File: src/rtl/rv_pkg.sv
// Shared RV32I definitions: opcodes, control-FSM state codes and the select
// encodings used by the controller, the immediate extender and the ALU.
package rv_pkg;

  localparam logic [6:0] OP_LOAD   = 7'b0000011;
  localparam logic [6:0] OP_STORE  = 7'b0100011;
  localparam logic [6:0] OP_RTYPE  = 7'b0110011;
  localparam logic [6:0] OP_ITYPE  = 7'b0010011;
  localparam logic [6:0] OP_JAL    = 7'b1101111;
  localparam logic [6:0] OP_BRANCH = 7'b1100011;

  typedef logic [3:0] state_t;
  localparam state_t S_FETCH    = 4'd0;
  localparam state_t S_DECODE   = 4'd1;
  localparam state_t S_MEMADR   = 4'd2;
  localparam state_t S_MEMREAD  = 4'd3;
  localparam state_t S_MEMWB    = 4'd4;
  localparam state_t S_MEMWRITE = 4'd5;
  localparam state_t S_EXECUTER = 4'd6;
  localparam state_t S_EXECUTEI = 4'd7;
  localparam state_t S_ALUWB    = 4'd8;
  localparam state_t S_JAL      = 4'd9;
  localparam state_t S_BEQ      = 4'd10;
  localparam state_t S_HALT     = 4'd11;

  localparam logic [1:0] IMM_I = 2'b00;
  localparam logic [1:0] IMM_S = 2'b01;
  localparam logic [1:0] IMM_B = 2'b10;
  localparam logic [1:0] IMM_J = 2'b11;

  localparam logic [2:0] ALU_ADD = 3'b000;
  localparam logic [2:0] ALU_SUB = 3'b001;
  localparam logic [2:0] ALU_AND = 3'b010;
  localparam logic [2:0] ALU_OR  = 3'b011;
  localparam logic [2:0] ALU_SLT = 3'b101;

  localparam logic [1:0] ALUOP_ADD  = 2'b00;
  localparam logic [1:0] ALUOP_SUB  = 2'b01;
  localparam logic [1:0] ALUOP_FUNC = 2'b10;

  localparam logic [1:0] RES_ALUOUT = 2'b00;
  localparam logic [1:0] RES_DATA   = 2'b01;
  localparam logic [1:0] RES_ALU    = 2'b10;

  localparam logic [1:0] SRCA_PC    = 2'b00;
  localparam logic [1:0] SRCA_OLDPC = 2'b01;
  localparam logic [1:0] SRCA_RS1   = 2'b10;

  localparam logic [1:0] SRCB_RS2   = 2'b00;
  localparam logic [1:0] SRCB_IMM   = 2'b01;
  localparam logic [1:0] SRCB_4     = 2'b10;

  function automatic logic [1:0] imm_sel(input logic [6:0] op);
    case (op)
      OP_STORE:  imm_sel = IMM_S;
      OP_BRANCH: imm_sel = IMM_B;
      OP_JAL:    imm_sel = IMM_J;
      default:   imm_sel = IMM_I;
    endcase
  endfunction

endpackage

File: src/rtl/rv_alu_dec.sv
// ALU decoder: maps the controller's aluop plus funct fields to alucontrol.
module rv_alu_dec
  import rv_pkg::*;
#(
  parameter int ALUCW = 3
) (
  input  logic [1:0]       aluop,
  input  logic [2:0]       funct3,
  input  logic             op5,
  input  logic             funct7b5,
  output logic [ALUCW-1:0] alucontrol
);

  always_comb begin
    alucontrol = ALU_ADD;
    case (aluop)
      ALUOP_SUB: alucontrol = ALU_SUB;
      ALUOP_FUNC: begin
        case (funct3)
          // funct7b5 only selects sub for register-register ops; addi ignores it
          3'b000:  alucontrol = (op5 & funct7b5) ? ALU_SUB : ALU_ADD;
          3'b010:  alucontrol = ALU_SLT;
          3'b110:  alucontrol = ALU_OR;
          3'b111:  alucontrol = ALU_AND;
          default: alucontrol = ALU_ADD;
        endcase
      end
      default: alucontrol = ALU_ADD;
    endcase
  end

endmodule

File: src/rtl/rv_mc_ctrl.sv
// Multicycle RV32I control FSM. Optional illegal-opcode trap (HALT state and
// 'illegal' output) is enabled by defining RV_MC_CTRL_ILLEGAL_TRAP_EN.
module rv_mc_ctrl
  import rv_pkg::*;
#(
  parameter int OPW   = 7,
  parameter int ALUCW = 3
) (
  input  logic             clk,
  input  logic             reset,
  input  logic [OPW-1:0]   op,
  input  logic [2:0]       funct3,
  input  logic             funct7b5,
  input  logic             zero,
  input  logic             mem_ready,
  output logic             pcwrite,
  output logic             adrsrc,
  output logic             memwrite,
  output logic             irwrite,
  output logic             regwrite,
  output logic [1:0]       resultsrc,
  output logic [1:0]       alusrca,
  output logic [1:0]       alusrcb,
  output logic [1:0]       immsrc,
  output logic [ALUCW-1:0] alucontrol,
  output logic [3:0]       state_dbg
`ifdef RV_MC_CTRL_ILLEGAL_TRAP_EN
  ,
  output logic             illegal
`endif
);

  // Memory handshake: an access issued in FETCH, MEMREAD or MEMWRITE holds its
  // address/enables steady and the FSM stays put until mem_ready is sampled
  // high on a rising edge; that edge completes the access.
  state_t     state, state_n;
  logic [1:0] aluop;
  logic       pcupdate, branch, irwrite_i, regwrite_i, memwrite_i;

  always_ff @(posedge clk or posedge reset) begin
    if (reset) state <= S_FETCH;
    else       state <= state_n;
  end

  always_comb begin
    state_n = S_FETCH;
    case (state)
      S_FETCH: state_n = mem_ready ? S_DECODE : S_FETCH;
      S_DECODE: begin
        case (op)
          OP_LOAD, OP_STORE: state_n = S_MEMADR;
          OP_RTYPE:          state_n = S_EXECUTER;
          OP_ITYPE:          state_n = S_EXECUTEI;
          OP_JAL:            state_n = S_JAL;
          OP_BRANCH:         state_n = S_BEQ;
`ifdef RV_MC_CTRL_ILLEGAL_TRAP_EN
          default:           state_n = S_HALT;
`else
          default:           state_n = S_FETCH;
`endif
        endcase
      end
      S_MEMADR:   state_n = op[5] ? S_MEMWRITE : S_MEMREAD;
      S_MEMREAD:  state_n = mem_ready ? S_MEMWB : S_MEMREAD;
      S_MEMWB:    state_n = S_FETCH;
      S_MEMWRITE: state_n = mem_ready ? S_FETCH : S_MEMWRITE;
      S_EXECUTER: state_n = S_ALUWB;
      S_EXECUTEI: state_n = S_ALUWB;
      S_ALUWB:    state_n = S_FETCH;
      S_JAL:      state_n = S_ALUWB;
      S_BEQ:      state_n = S_FETCH;
`ifdef RV_MC_CTRL_ILLEGAL_TRAP_EN
      S_HALT:     state_n = S_HALT;
`endif
      default:    state_n = S_FETCH;
    endcase
  end

  always_comb begin
    adrsrc     = 1'b0;
    resultsrc  = RES_ALUOUT;
    alusrca    = SRCA_PC;
    alusrcb    = SRCB_RS2;
    aluop      = ALUOP_ADD;
    pcupdate   = 1'b0;
    branch     = 1'b0;
    irwrite_i  = 1'b0;
    regwrite_i = 1'b0;
    memwrite_i = 1'b0;
    case (state)
      S_FETCH: begin
        alusrcb   = SRCB_4;
        resultsrc = RES_ALU;
        irwrite_i = mem_ready;
        pcupdate  = mem_ready;
      end
      S_DECODE: begin
        alusrca = SRCA_OLDPC;
        alusrcb = SRCB_IMM;
      end
      S_MEMADR: begin
        alusrca = SRCA_RS1;
        alusrcb = SRCB_IMM;
      end
      S_MEMREAD: adrsrc = 1'b1;
      S_MEMWB: begin
        resultsrc  = RES_DATA;
        regwrite_i = 1'b1;
      end
      S_MEMWRITE: begin
        adrsrc     = 1'b1;
        memwrite_i = 1'b1;
      end
      S_EXECUTER: begin
        alusrca = SRCA_RS1;
        aluop   = ALUOP_FUNC;
      end
      S_EXECUTEI: begin
        alusrca = SRCA_RS1;
        alusrcb = SRCB_IMM;
        aluop   = ALUOP_FUNC;
      end
      S_ALUWB: regwrite_i = 1'b1;
      S_JAL: begin
        alusrca  = SRCA_OLDPC;
        alusrcb  = SRCB_4;
        pcupdate = 1'b1;
      end
      S_BEQ: begin
        alusrca = SRCA_RS1;
        aluop   = ALUOP_SUB;
        branch  = 1'b1;
      end
      default: ;
    endcase
  end

  rv_alu_dec #(.ALUCW(ALUCW)) u_alu_dec (
    .aluop      (aluop),
    .funct3     (funct3),
    .op5        (op[5]),
    .funct7b5   (funct7b5),
    .alucontrol (alucontrol)
  );

  // Write enables are masked by reset itself so nothing fires while it is held.
  assign pcwrite   = (pcupdate | (branch & zero)) & ~reset;
  assign irwrite   = irwrite_i  & ~reset;
  assign regwrite  = regwrite_i & ~reset;
  assign memwrite  = memwrite_i & ~reset;
  assign immsrc    = imm_sel(op);
  assign state_dbg = state;

`ifdef RV_MC_CTRL_ILLEGAL_TRAP_EN
  assign illegal = (state == S_HALT);
`endif

endmodule

File: config.mk
export PLATFORM = sky130hd
export DESIGN_NAME = rv_mc_ctrl
export DESIGN_NICKNAME = d
export VERILOG_FILES = /design/src/rtl/rv_pkg.sv /design/src/rtl/rv_alu_dec.sv /design/src/rtl/rv_mc_ctrl.sv
export SDC_FILE = /design/constraint.sdc
export NUM_CORES = 1
export LEC_CHECK = 0
export CAP_MARGIN = 30
export CORE_MARGIN = 2
export CORE_UTILIZATION = 32
export DETAILED_ROUTE_END_ITERATION = 8
export PLACE_DENSITY = 0.83
export SETUP_SLACK_MARGIN = 0.4
export SYNTH_ARGS = -nofsm -noshare
export SYNTH_HDL_FRONTEND = slang
export SYNTH_SLANG_ARGS = --single-unit
File: constraint.sdc
create_clock -name clk -period 1.9 [get_ports clk]
set_clock_uncertainty 0.15 [all_clocks]
set_input_delay 0.38 -clock clk [delete_from_list [all_inputs] [get_ports clk]]
set_output_delay 0.38 -clock clk [all_outputs]
set_load 0.005 [all_outputs]
==> results of run 1 <==
## stage by stage
stage	TNS, ns	hold slack, ns	setup slack, ns	std cells	instance area (um^2)
floorplan	0	0.00139	0.125	73	604
CTS	-1.03	0.380	-0.203	171	1410
detailed placement	-4.84	0.546	-0.617	143	1120
global placement	-4.51	0.553	-0.599	143	1120
## timing repair
| item | CTS |
|---|---|
| pin swaps | 20 |
| setup buffers | 25 |
| setup endpoints to repair | 24 |
| hold buffers | 0 |
| gates cloned | 0 |
| endpoints found under the hold margin | 0 |
| gates resized for setup | 152 |
## kinds of logic after synthesis
logic type	after synthesis	synth area share
compound gates	16	0.212
xor+xnor	3	0.0484
fa+ha+maj	2	0.0461
buf+inv	11	0.0853
flops	4	0.184
mux	1	0.0184
simple gates	36	0.406
==> results_dict.tcl, run 1 <==
set metrics [dict create \
    synth_largest_area_cell "dfrtp_1" \
    status "stopped before the end" \
    yosys-top-cells-count "7 x inv_1, 6 x nand2_1, 6 x nor2_1, 6 x nor3_1" \
    port_buffers 34 \
    synth_cell_types 32 \
    numCtsBuffers 3 \
    start_util 0.352 \
    worstEpCategory "primary output" \
    worst_endpoint "pcwrite" \
    yosys.area.top_type_share 0.184 \
    fp.dieW_um 45.2 \
    async_flop_share 1.00 \
    error "[ERROR DPL-0038] Utilization greater than 100%, impossible to legalize" \
    cts.path.max_buffers 2 \
    die_height_um 45.2 \
    cts.sinks 4 \
    synthesis.nets 90 \
    ys_top_cells_by_area "dfrtp_1 18%, nor3_1 5.5%, nor3b_1 5.5%" \
    synthCells 73 \
    yosysWarnings 0 \
    haltStage "global routing" \
    boundaryPins 35 \
    fp-row-count 14 \
    syn-cell-area_um2 543 \
    synthFlopType "dfrtp_1" \
    ys_ff_latch 4 \
    dp_hpwl_um 1470 \
    htreeDepth 1 \
    grt_max_degree 8 \
    avgSynthCellArea_um2 7.44 \
    gp_congestion 0.833 \
    clockRootBuffer "clkbuf_4" \
    synth_edf_count 0 \
    ys_seq_area_frac 0.184 \
    synth.most_common_cell "inv_1" \
]
==> run 2: changes to the inputs <==
--- a/config.mk
+++ b/config.mk
@@ -6,11 +6,10 @@
 export NUM_CORES = 1
 export LEC_CHECK = 0
 export CAP_MARGIN = 30
-export CORE_MARGIN = 2
-export CORE_UTILIZATION = 32
+export CORE_AREA = 2 2 63 65
 export DETAILED_ROUTE_END_ITERATION = 8
-export PLACE_DENSITY = 0.83
-export SETUP_SLACK_MARGIN = 0.4
+export DIE_AREA = 0 0 65 67
+export PLACE_DENSITY_LB_ADDON = 0.15
 export SYNTH_ARGS = -nofsm -noshare
 export SYNTH_HDL_FRONTEND = slang
 export SYNTH_SLANG_ARGS = --single-unit
==> constraint.sdc (replaced) <==
create_clock -name clk -period 2.5 [get_ports clk]
set_clock_uncertainty 0.15 [all_clocks]
set_input_delay 0.5 -clock clk [delete_from_list [all_inputs] [get_ports clk]]
set_output_delay 0.5 -clock clk [all_outputs]
set_load 0.005 [all_outputs]
==> results_dict.tcl, run 2 <==
set metrics [dict create \
    status "finished, final reports clean" \
    clockRootBuffer "clkbuf_8" \
    yosys-top-cells-count "7 x inv_1, 6 x nand2_1, 6 x nor2_1, 6 x nor3_1" \
    synthesis.nets 90 \
    postRouteAntennaNets 0 \
    seq_power_share 0.199 \
    drtPass1Iterations 4 \
    synth_cell_types 32 \
    synthCells 73 \
    p_int_uw 263 \
    max_slew_margin 0.805 \
    p_leak_nw 0.531 \
    rsz0062_at_grt "yes" \
    grt-ovfl-total 0 \
    wl_um 1890 \
    antenna_found_initial 0 \
    fp.dieW_um 65 \
    drt_iter0_drc 17 \
    timing.rr.end "state_dbg[2]" \
    cts.sinks 4 \
    fp-row-count 22 \
    crit_type "primary input to output port" \
    die_height_um 67 \
    coreArea_um2 3610 \
    post-route-drc-count 0 \
    place_area_um2 1070 \
    worstHoldStart "state_dbg[1]" \
    via_per_inst 4.19 \
    ys_ff_latch 4 \
    final_cell_mix "27 x clkdlybuf4s50_1, 22 x buf_4, 7 x inv_1, 6 x nand2_1, 6 x nor3_1" \
    cts_hold_buf 0 \
    grt_pass1_wl_um 3080 \
    diodes 0 \
    synth.most_common_cell "inv_1" \
    async_flop_share 1.00 \
    avgSynthCellArea_um2 7.44 \
    grt_pass1_vias 711 \
    numCtsBuffers 3 \
    post-route-cell-area_um2 1160 \
    dieArea_um2 4360 \
    power.density_nw_per_um2 305 \
    max_freq_mhz 412 \
    ff2ff_path_depth 6 \
    finalSetupViolCount 0 \
    p_switching_uw 91.2 \
    final_util 0.322 \
    worstPathArrival_ns 1.78 \
    cts_tree "built" \
    htreeDepth 1 \
    swShare 0.257 \
    syn_to_final_growth_pct 114 \
    irDropWorstVdd_mv 0.116 \
    cp.required_ns 1.85 \
    insertion_delay_ns 0.21 \
    port_buffers 34 \
    largest_register_ffs 4 \
    path_clk_slew_ns 0.03 \
    power_frac_comb 0.430 \
    syn-cell-area_um2 543 \
    power_frac_clock 0.370 \
    r2r_slack_ns 0.87 \
    crit_path_start_kind "primary input" \
    start_util 0.151 \
    layout.nets 147 \
    synth_largest_area_cell "dfrtp_1" \
    final_common_cell "clkdlybuf4s50_1" \
    r2r_start "state_dbg[1]" \
    path_max_fanout 3 \
    max_cap_violations 0 \
    fillers 412 \
    tightest_slew_ns 0.291 \
    yosys.area.top_type_share 0.184 \
    synth_edf_count 0 \
    finalMaxSlewViolations 0 \
    end_kind "output port" \
    gp_congestion 0.797 \
    ys_top_cells_by_area "dfrtp_1 18%, nor3_1 5.5%, nor3b_1 5.5%" \
    grt_max_degree 11 \
    track_usage 0.0915 \
    drive_gt1_frac 0.281 \
    ys_seq_area_frac 0.184 \
    hold_viol 0 \
    hp-class "flop to flop" \
    dp_hpwl_um 1600 \
    holdPathStages 2 \
    boundaryPins 35 \
    fin_crit_ns 2.43 \
    hold_end "state_dbg[3]" \
    cts.path.max_buffers 2 \
    synthFlopType "dfrtp_1" \
    yosysWarnings 0 \
    min_period_over_period 0.971 \
    vias 738 \
    routedWlPerCell_um 10.7 \
]
-- run 2: power groups by stage --
stage	Sequential [mW]	Combinational (mW)	Clock [mW]
global placement	0.0711	0.145	0
global route	0.0711	0.166	0.141
detailed placement	0.0712	0.145	0
floorplan	0.0713	0.0504	0
CTS	0.0708	0.150	0.134
finish	0.0706	0.152	0.131
-- run 2: worst max path at each step --
stage,startpoint,end,slack [ns],cells after the start
3_3_place_gp,op[4],immsrc[0],-0.29,5
5_1_grt,op[4],immsrc[0],-0.007,5
3_5_place_dp,op[4],immsrc[0],-0.31,5
2_1_floorplan,state_dbg[2],alucontrol[0],0.43,7
4_1_cts,state_dbg[2],alucontrol[2],0.007,7
6_report,op[4],immsrc[0],0.07,5
-- run 2: critical path, cell delays in order --
cell and delay (ns):
clkdlybuf4s50_1 0.41, nand2b_1 0.19, or3_4 0.38, o32ai_1 0.14, buf_2 0.16
-- run 2: logic make-up (layout without fill, tap and decap cells) --
family / Yosys count / in the layout / synth area share
buf+inv: 11 / 66 / 0.0853
fa+ha+maj: 2 / 2 / 0.0461
simple gates: 36 / 36 / 0.406
mux: 1 / 1 / 0.0184
flops: 4 / 4 / 0.184
compound gates: 16 / 16 / 0.212
xor+xnor: 3 / 3 / 0.0484
-- run 2: metrics by stage --
stage	total power [mW]	cells	worst slack, ns	hold WS [ns]	setup TNS (ns)
6_report	0.354	176	0.0717	0.415	0
5_1_grt	0.378	176	-0.00698	0.494	-0.00698
4_1_cts	0.354	176	0.00727	0.425	0
3_5_place_dp	0.217	170	-0.308	0.423	-0.816
3_3_place_gp	0.216	170	-0.287	0.407	-0.794
2_1_floorplan	0.122	73	0.426	0.121	0
-- run 2: metal layers --
metal / GRT usage / share of wire / vias to the layer above
met3: 0.0203 / 0.086 / 0
li1: - / - / 381
met2: 0.159 / 0.46 / 40
met4: 0.0399 / 0 / 0
met5: 0 / 0 / -
met1: 0.108 / 0.45 / 317
-- run 2: cell type report --
cell class,instances,area [um^2],area share
Timing Repair Buffer,56,500,0.431
Multi-Input combinational cell,58,432,0.372
Sequential cell,4,101,0.0873
Tap cell,48,60.1,0.0517
Clock buffer,3,41.3,0.0356
Inverter,7,26.3,0.0226
-- run 2: timing repair --
action / 4_1_cts / 5_1_grt
setup buffers: 3 / 0
endpoints found under the setup margin: 7 / 6
pin swaps: 1 / 0
resized for setup: 13 / 5
Power figures use the tool's default switching activity.
==> run 3: changes to the inputs <==
--- a/config.mk
+++ b/config.mk
@@ -9,7 +9,7 @@
 export CORE_AREA = 2 2 63 65
 export DETAILED_ROUTE_END_ITERATION = 8
 export DIE_AREA = 0 0 65 67
-export PLACE_DENSITY_LB_ADDON = 0.15
+export PLACE_DENSITY = 0.41
 export SYNTH_ARGS = -nofsm -noshare
 export SYNTH_HDL_FRONTEND = slang
 export SYNTH_SLANG_ARGS = --single-unit
==> results_dict.tcl, run 3 (synthesis gave the netlist of run 2 again) <==
set metrics [dict create \
    drt_iter0_drc 48 \
    r2r_slack_ns 0.94 \
    start_util 0.151 \
    via_per_inst 4.21 \
    final_cell_mix "25 x clkdlybuf4s50_1, 23 x buf_4, 7 x inv_1, 6 x nand2_1, 6 x nor3_1" \
    place_area_um2 1070 \
    drtPass1Iterations 4 \
    dieArea_um2 4360 \
    postRouteAntennaNets 0 \
    htreeDepth 1 \
    end_kind "output port" \
    path_max_fanout 3 \
    layout.nets 148 \
    fp.dieW_um 65 \
    tightest_slew_ns 0.255 \
    max_slew_margin 0.829 \
    irDropWorstVdd_mv 0.128 \
    finalSetupViolCount 0 \
    port_buffers 34 \
    cp.required_ns 1.85 \
    path_clk_slew_ns 0.03 \
    grt-ovfl-total 0 \
    post-route-drc-count 0 \
    largest_register_ffs 4 \
    fin_cells 177 \
    fin_crit_ns 2.43 \
    worstPathArrival_ns 1.78 \
    grt_max_degree 13 \
    power.density_nw_per_um2 308 \
    gp_congestion 0.782 \
    antenna_found_initial 0 \
    coreArea_um2 3610 \
    vias 746 \
    routedWlPerCell_um 11.6 \
    cts_hold_buf 0 \
    cts.sinks 4 \
    finalMaxSlewViolations 0 \
    grt_pass1_vias 745 \
    hp-class "primary input to asynchronous set/reset pin" \
    clockRootBuffer "clkbuf_8" \
    dp_hpwl_um 1570 \
    max_freq_mhz 412 \
    crit_path_start_kind "primary input" \
    cts_tree "built" \
    post-route-cell-area_um2 1180 \
    track_usage 0.0966 \
    diodes 0 \
    boundaryPins 35 \
    wl_um 2050 \
    crit_type "primary input to output port" \
    status "finished, final reports clean" \
    hold_viol 0 \
    die_height_um 67 \
    insertion_delay_ns 0.22 \
    cts.path.max_buffers 2 \
    post-place-cells 171 \
    fp-row-count 22 \
    p_leak_nw 0.552 \
    max_cap_violations 0 \
    grt_pass1_wl_um 3190 \
    syn_to_final_growth_pct 118 \
    final_common_cell "clkdlybuf4s50_1" \
    drive_gt1_frac 0.295 \
    numCtsBuffers 3 \
    min_period_over_period 0.970 \
]
## run 3: cell count changes in the layout (fill, tap and decap cells not counted), sizes merged
cell / previous run / this run
clkdlybuf4s50: 27 / 25
clkbuf: 3 / 4
dlygate4sd2: 4 / 5
dlymetal6s2s: 2 / 3
## run 3: where the power goes
group	switching, mW	internal [mW]
Clock	0.0335	0.103
Combinational	0.0614	0.0950
Sequential	0.00399	0.0683
Total	0.0989	0.266
## run 3: worst max-delay path: stages
cell and delay, ns:
clkdlybuf4s50_1 0.42, nand2b_1 0.17, buf_4 0.15, nor4_4 0.27, dlygate4sd2_1 0.27
## run 3: per-stage QoR
step                hold slack, ns  power (mW)  setup TNS, ns  setup WS [ns]   util
global placement             0.566       0.218         -0.815         -0.262  0.298
global route                 0.568       0.387       -0.00162       -0.00109  0.329
CTS                          0.513       0.363              0        0.00251  0.319
finish                       0.510       0.365              0         0.0740  0.329
floorplan                    0.121       0.122              0          0.426      -
detailed placement           0.557       0.219         -0.834         -0.286  0.298
## run 3: path summary, 6_finish.rpt
check                                   from      endpoint  cells after the start
worst min-delay path                   reset  state_dbg[0]                      3
worst min register to register  state_dbg[3]  state_dbg[3]                      3
worst max register to register  state_dbg[1]  state_dbg[2]                      5
worst max-delay path                   op[4]     immsrc[1]                      5
max in group asynchronous              reset  state_dbg[1]                      3
min in group clk                state_dbg[3]  state_dbg[3]                      3
## run 3: layout make-up
cell class              count  area [um^2]
fillers                   396         2420
repair buffers             57          509
multi-input cells          58          447
flip-flops and latches      4          101
well taps                  48         60.1
clock buffers               3         41.3
inverters                   7         26.3
## run 3: repair_timing
item                       4_1_cts  5_1_grt
hold endpoints to repair         0        0
resized for setup               12        9
buffers inserted                 3        0
setup endpoints to repair        7        8
pin swaps                        0        1
## run 3: per-layer routing
layer,wire length (um),global-route usage,up-vias
li1,-,-,382
met1,880,0.106,332
met2,1000,0.179,32
met3,165,0.0304,0
met4,0,0.0239,0
met5,0,0,-
==> run 4: changes to the inputs <==
--- a/config.mk
+++ b/config.mk
@@ -5,11 +5,11 @@
 export SDC_FILE = /design/constraint.sdc
 export NUM_CORES = 1
 export LEC_CHECK = 0
+export ABC_CLOCK_PERIOD_IN_PS = 2500
 export CAP_MARGIN = 30
 export CORE_AREA = 2 2 63 65
 export DETAILED_ROUTE_END_ITERATION = 8
 export DIE_AREA = 0 0 65 67
-export PLACE_DENSITY = 0.41
 export SYNTH_ARGS = -nofsm -noshare
 export SYNTH_HDL_FRONTEND = slang
 export SYNTH_SLANG_ARGS = --single-unit
==> results_dict.tcl, run 4 (synthesis gave the netlist of run 2 again) <==
set metrics [dict create \
    vias 772 \
    rsz0062_at_grt "no" \
    track_usage 0.101 \
    port_buffers 34 \
    swShare 0.271 \
    grt_max_degree 15 \
    fin_crit_ns 2.44 \
    die_height_um 67 \
    path_clk_slew_ns 0.03 \
    hp-class "flop to flop" \
    cts_tree "built" \
    start_util 0.151 \
    power_frac_comb 0.449 \
    gp_congestion 0.791 \
    timing.rr.end "state_dbg[2]" \
    p_int_uw 272 \
    path_max_fanout 3 \
    max_slew_margin 0.800 \
    hold_viol 0 \
    cts.path.max_buffers 2 \
    r2r_start "state_dbg[1]" \
    fin_setup_tns_ns 0 \
    seq_power_share 0.189 \
    grt_pass1_wl_um 3390 \
    p_switching_uw 101 \
    routedWlPerCell_um 11.5 \
    power.density_nw_per_um2 311 \
    largest_register_ffs 4 \
    tightest_slew_ns 0.297 \
    power_uw 373 \
    crit_type "primary input to output port" \
    grt_pass1_vias 801 \
    cp.required_ns 1.85 \
    worstHoldStart "state_dbg[3]" \
    max_cap_violations 0 \
    fillers 390 \
    layout.nets 147 \
    cts_hold_buf 0 \
    final_common_cell "clkdlybuf4s50_1" \
    max_freq_mhz 409 \
    wl_um 2020 \
    finalSetupViolCount 0 \
    ff2ff_path_depth 9 \
    insertion_delay_ns 0.22 \
    status "finished, final reports clean" \
    final_util 0.333 \
    fp-row-count 22 \
    crit_path_start_kind "primary input" \
    grt-ovfl-total 0 \
    cts.sinks 4 \
    fin_ws_ns 0.0561 \
    worstPathArrival_ns 1.79 \
    via_per_inst 4.39 \
    drtPass1Iterations 4 \
    dieArea_um2 4360 \
    holdPathStages 3 \
    min_period_over_period 0.978 \
    finalMaxSlewViolations 0 \
    antenna_found_initial 0 \
    hold_end "state_dbg[3]" \
    diodes 0 \
    holdWs_ns 0.509 \
    dp_hpwl_um 1540 \
    syn_to_final_growth_pct 121 \
    dpl_worst_slack_ns -0.383 \
    post-route-drc-count 0 \
    r2r_slack_ns 0.77 \
    postRouteAntennaNets 0 \
    end_kind "output port" \
    coreArea_um2 3610 \
    drt_iter0_drc 55 \
    drive_gt1_frac 0.313 \
    power_frac_clock 0.362 \
    irDropWorstVdd_mv 0.113 \
    p_leak_nw 0.520 \
    numCtsBuffers 3 \
    fp.dieW_um 65 \
    final_cell_mix "28 x clkdlybuf4s50_1, 20 x buf_4, 7 x inv_1, 6 x nand2_1" \
    boundaryPins 35 \
    htreeDepth 1 \
    clockRootBuffer "clkbuf_8" \
]
## run 4: changes by cell type in the layout (fill, tap and decap cells not counted), sizes merged
cell | previous run | this run
dlygate4sd2 | 5 | 3
clkdlybuf4s50 | 25 | 28
dlymetal6s2s | 3 | 1
## run 4: metrics by stage
step                      std cells  area (um^2)
after floorplan                  73          543
after global placement          168         1050
after detailed placement        168         1050
after CTS                       175         1140
after global routing            176         1200
final                           176         1200
## run 4: area by class of cell
| type | count | area (um^2) | area share |
|---|---|---|---|
| Sequential cell | 4 | 100 | 0.0833 |
| Inverter | 7 | 26.3 | 0.0219 |
| Clock buffer | 3 | 41.3 | 0.0344 |
| Timing Repair Buffer | 56 | 502 | 0.418 |
| Tap cell | 48 | 60.1 | 0.0500 |
| Multi-Input combinational cell | 58 | 472 | 0.393 |
## run 4: what timing repair did
item	4_1_cts	5_1_grt
setup endpoints to repair	8	9
pin swaps	1	0
hold endpoints to repair	0	0
setup buffers	4	1
resized for setup	14	13
## run 4: worst max-delay path by stage
stage | from | to | slack, ns | depth (start not counted)
floorplan | state_dbg[2] | alucontrol[0] | 0.43 | 7
global placement | op[4] | immsrc[0] | -0.28 | 5
detailed placement | op[4] | immsrc[0] | -0.38 | 5
CTS | op[4] | immsrc[0] | 0.005 | 5
global route | state_dbg[0] | irwrite | 0.002 | 4
finish | op[4] | immsrc[0] | 0.06 | 5
## run 4: per-layer routing
layer / part of all wire / wire length, um / track usage / vias up
met3: 0.074 / 150 / 0.0186 / 2
met4: 0.013 / 27 / 0.0638 / 0
met1: 0.45 / 901 / 0.118 / 344
li1: - / - / - / 379
met2: 0.47 / 944 / 0.169 / 47
met5: 0 / 0 / 0 / -
## run 4: power by group through the flow
stage	clock network (mW)	logic (mW)	registers, mW
after floorplan	0	0.0504	0.0713
after global placement	0	0.138	0.0712
after detailed placement	0	0.142	0.0713
after CTS	0.139	0.160	0.0704
after global routing	0.147	0.181	0.0708
final	0.135	0.168	0.0704
## run 4: critical path: stages
cell and delay, ns:
clkdlybuf4s50_1 0.41, nand2b_1 0.19, or3_4 0.39, o32ai_2 0.14, buf_2 0.16
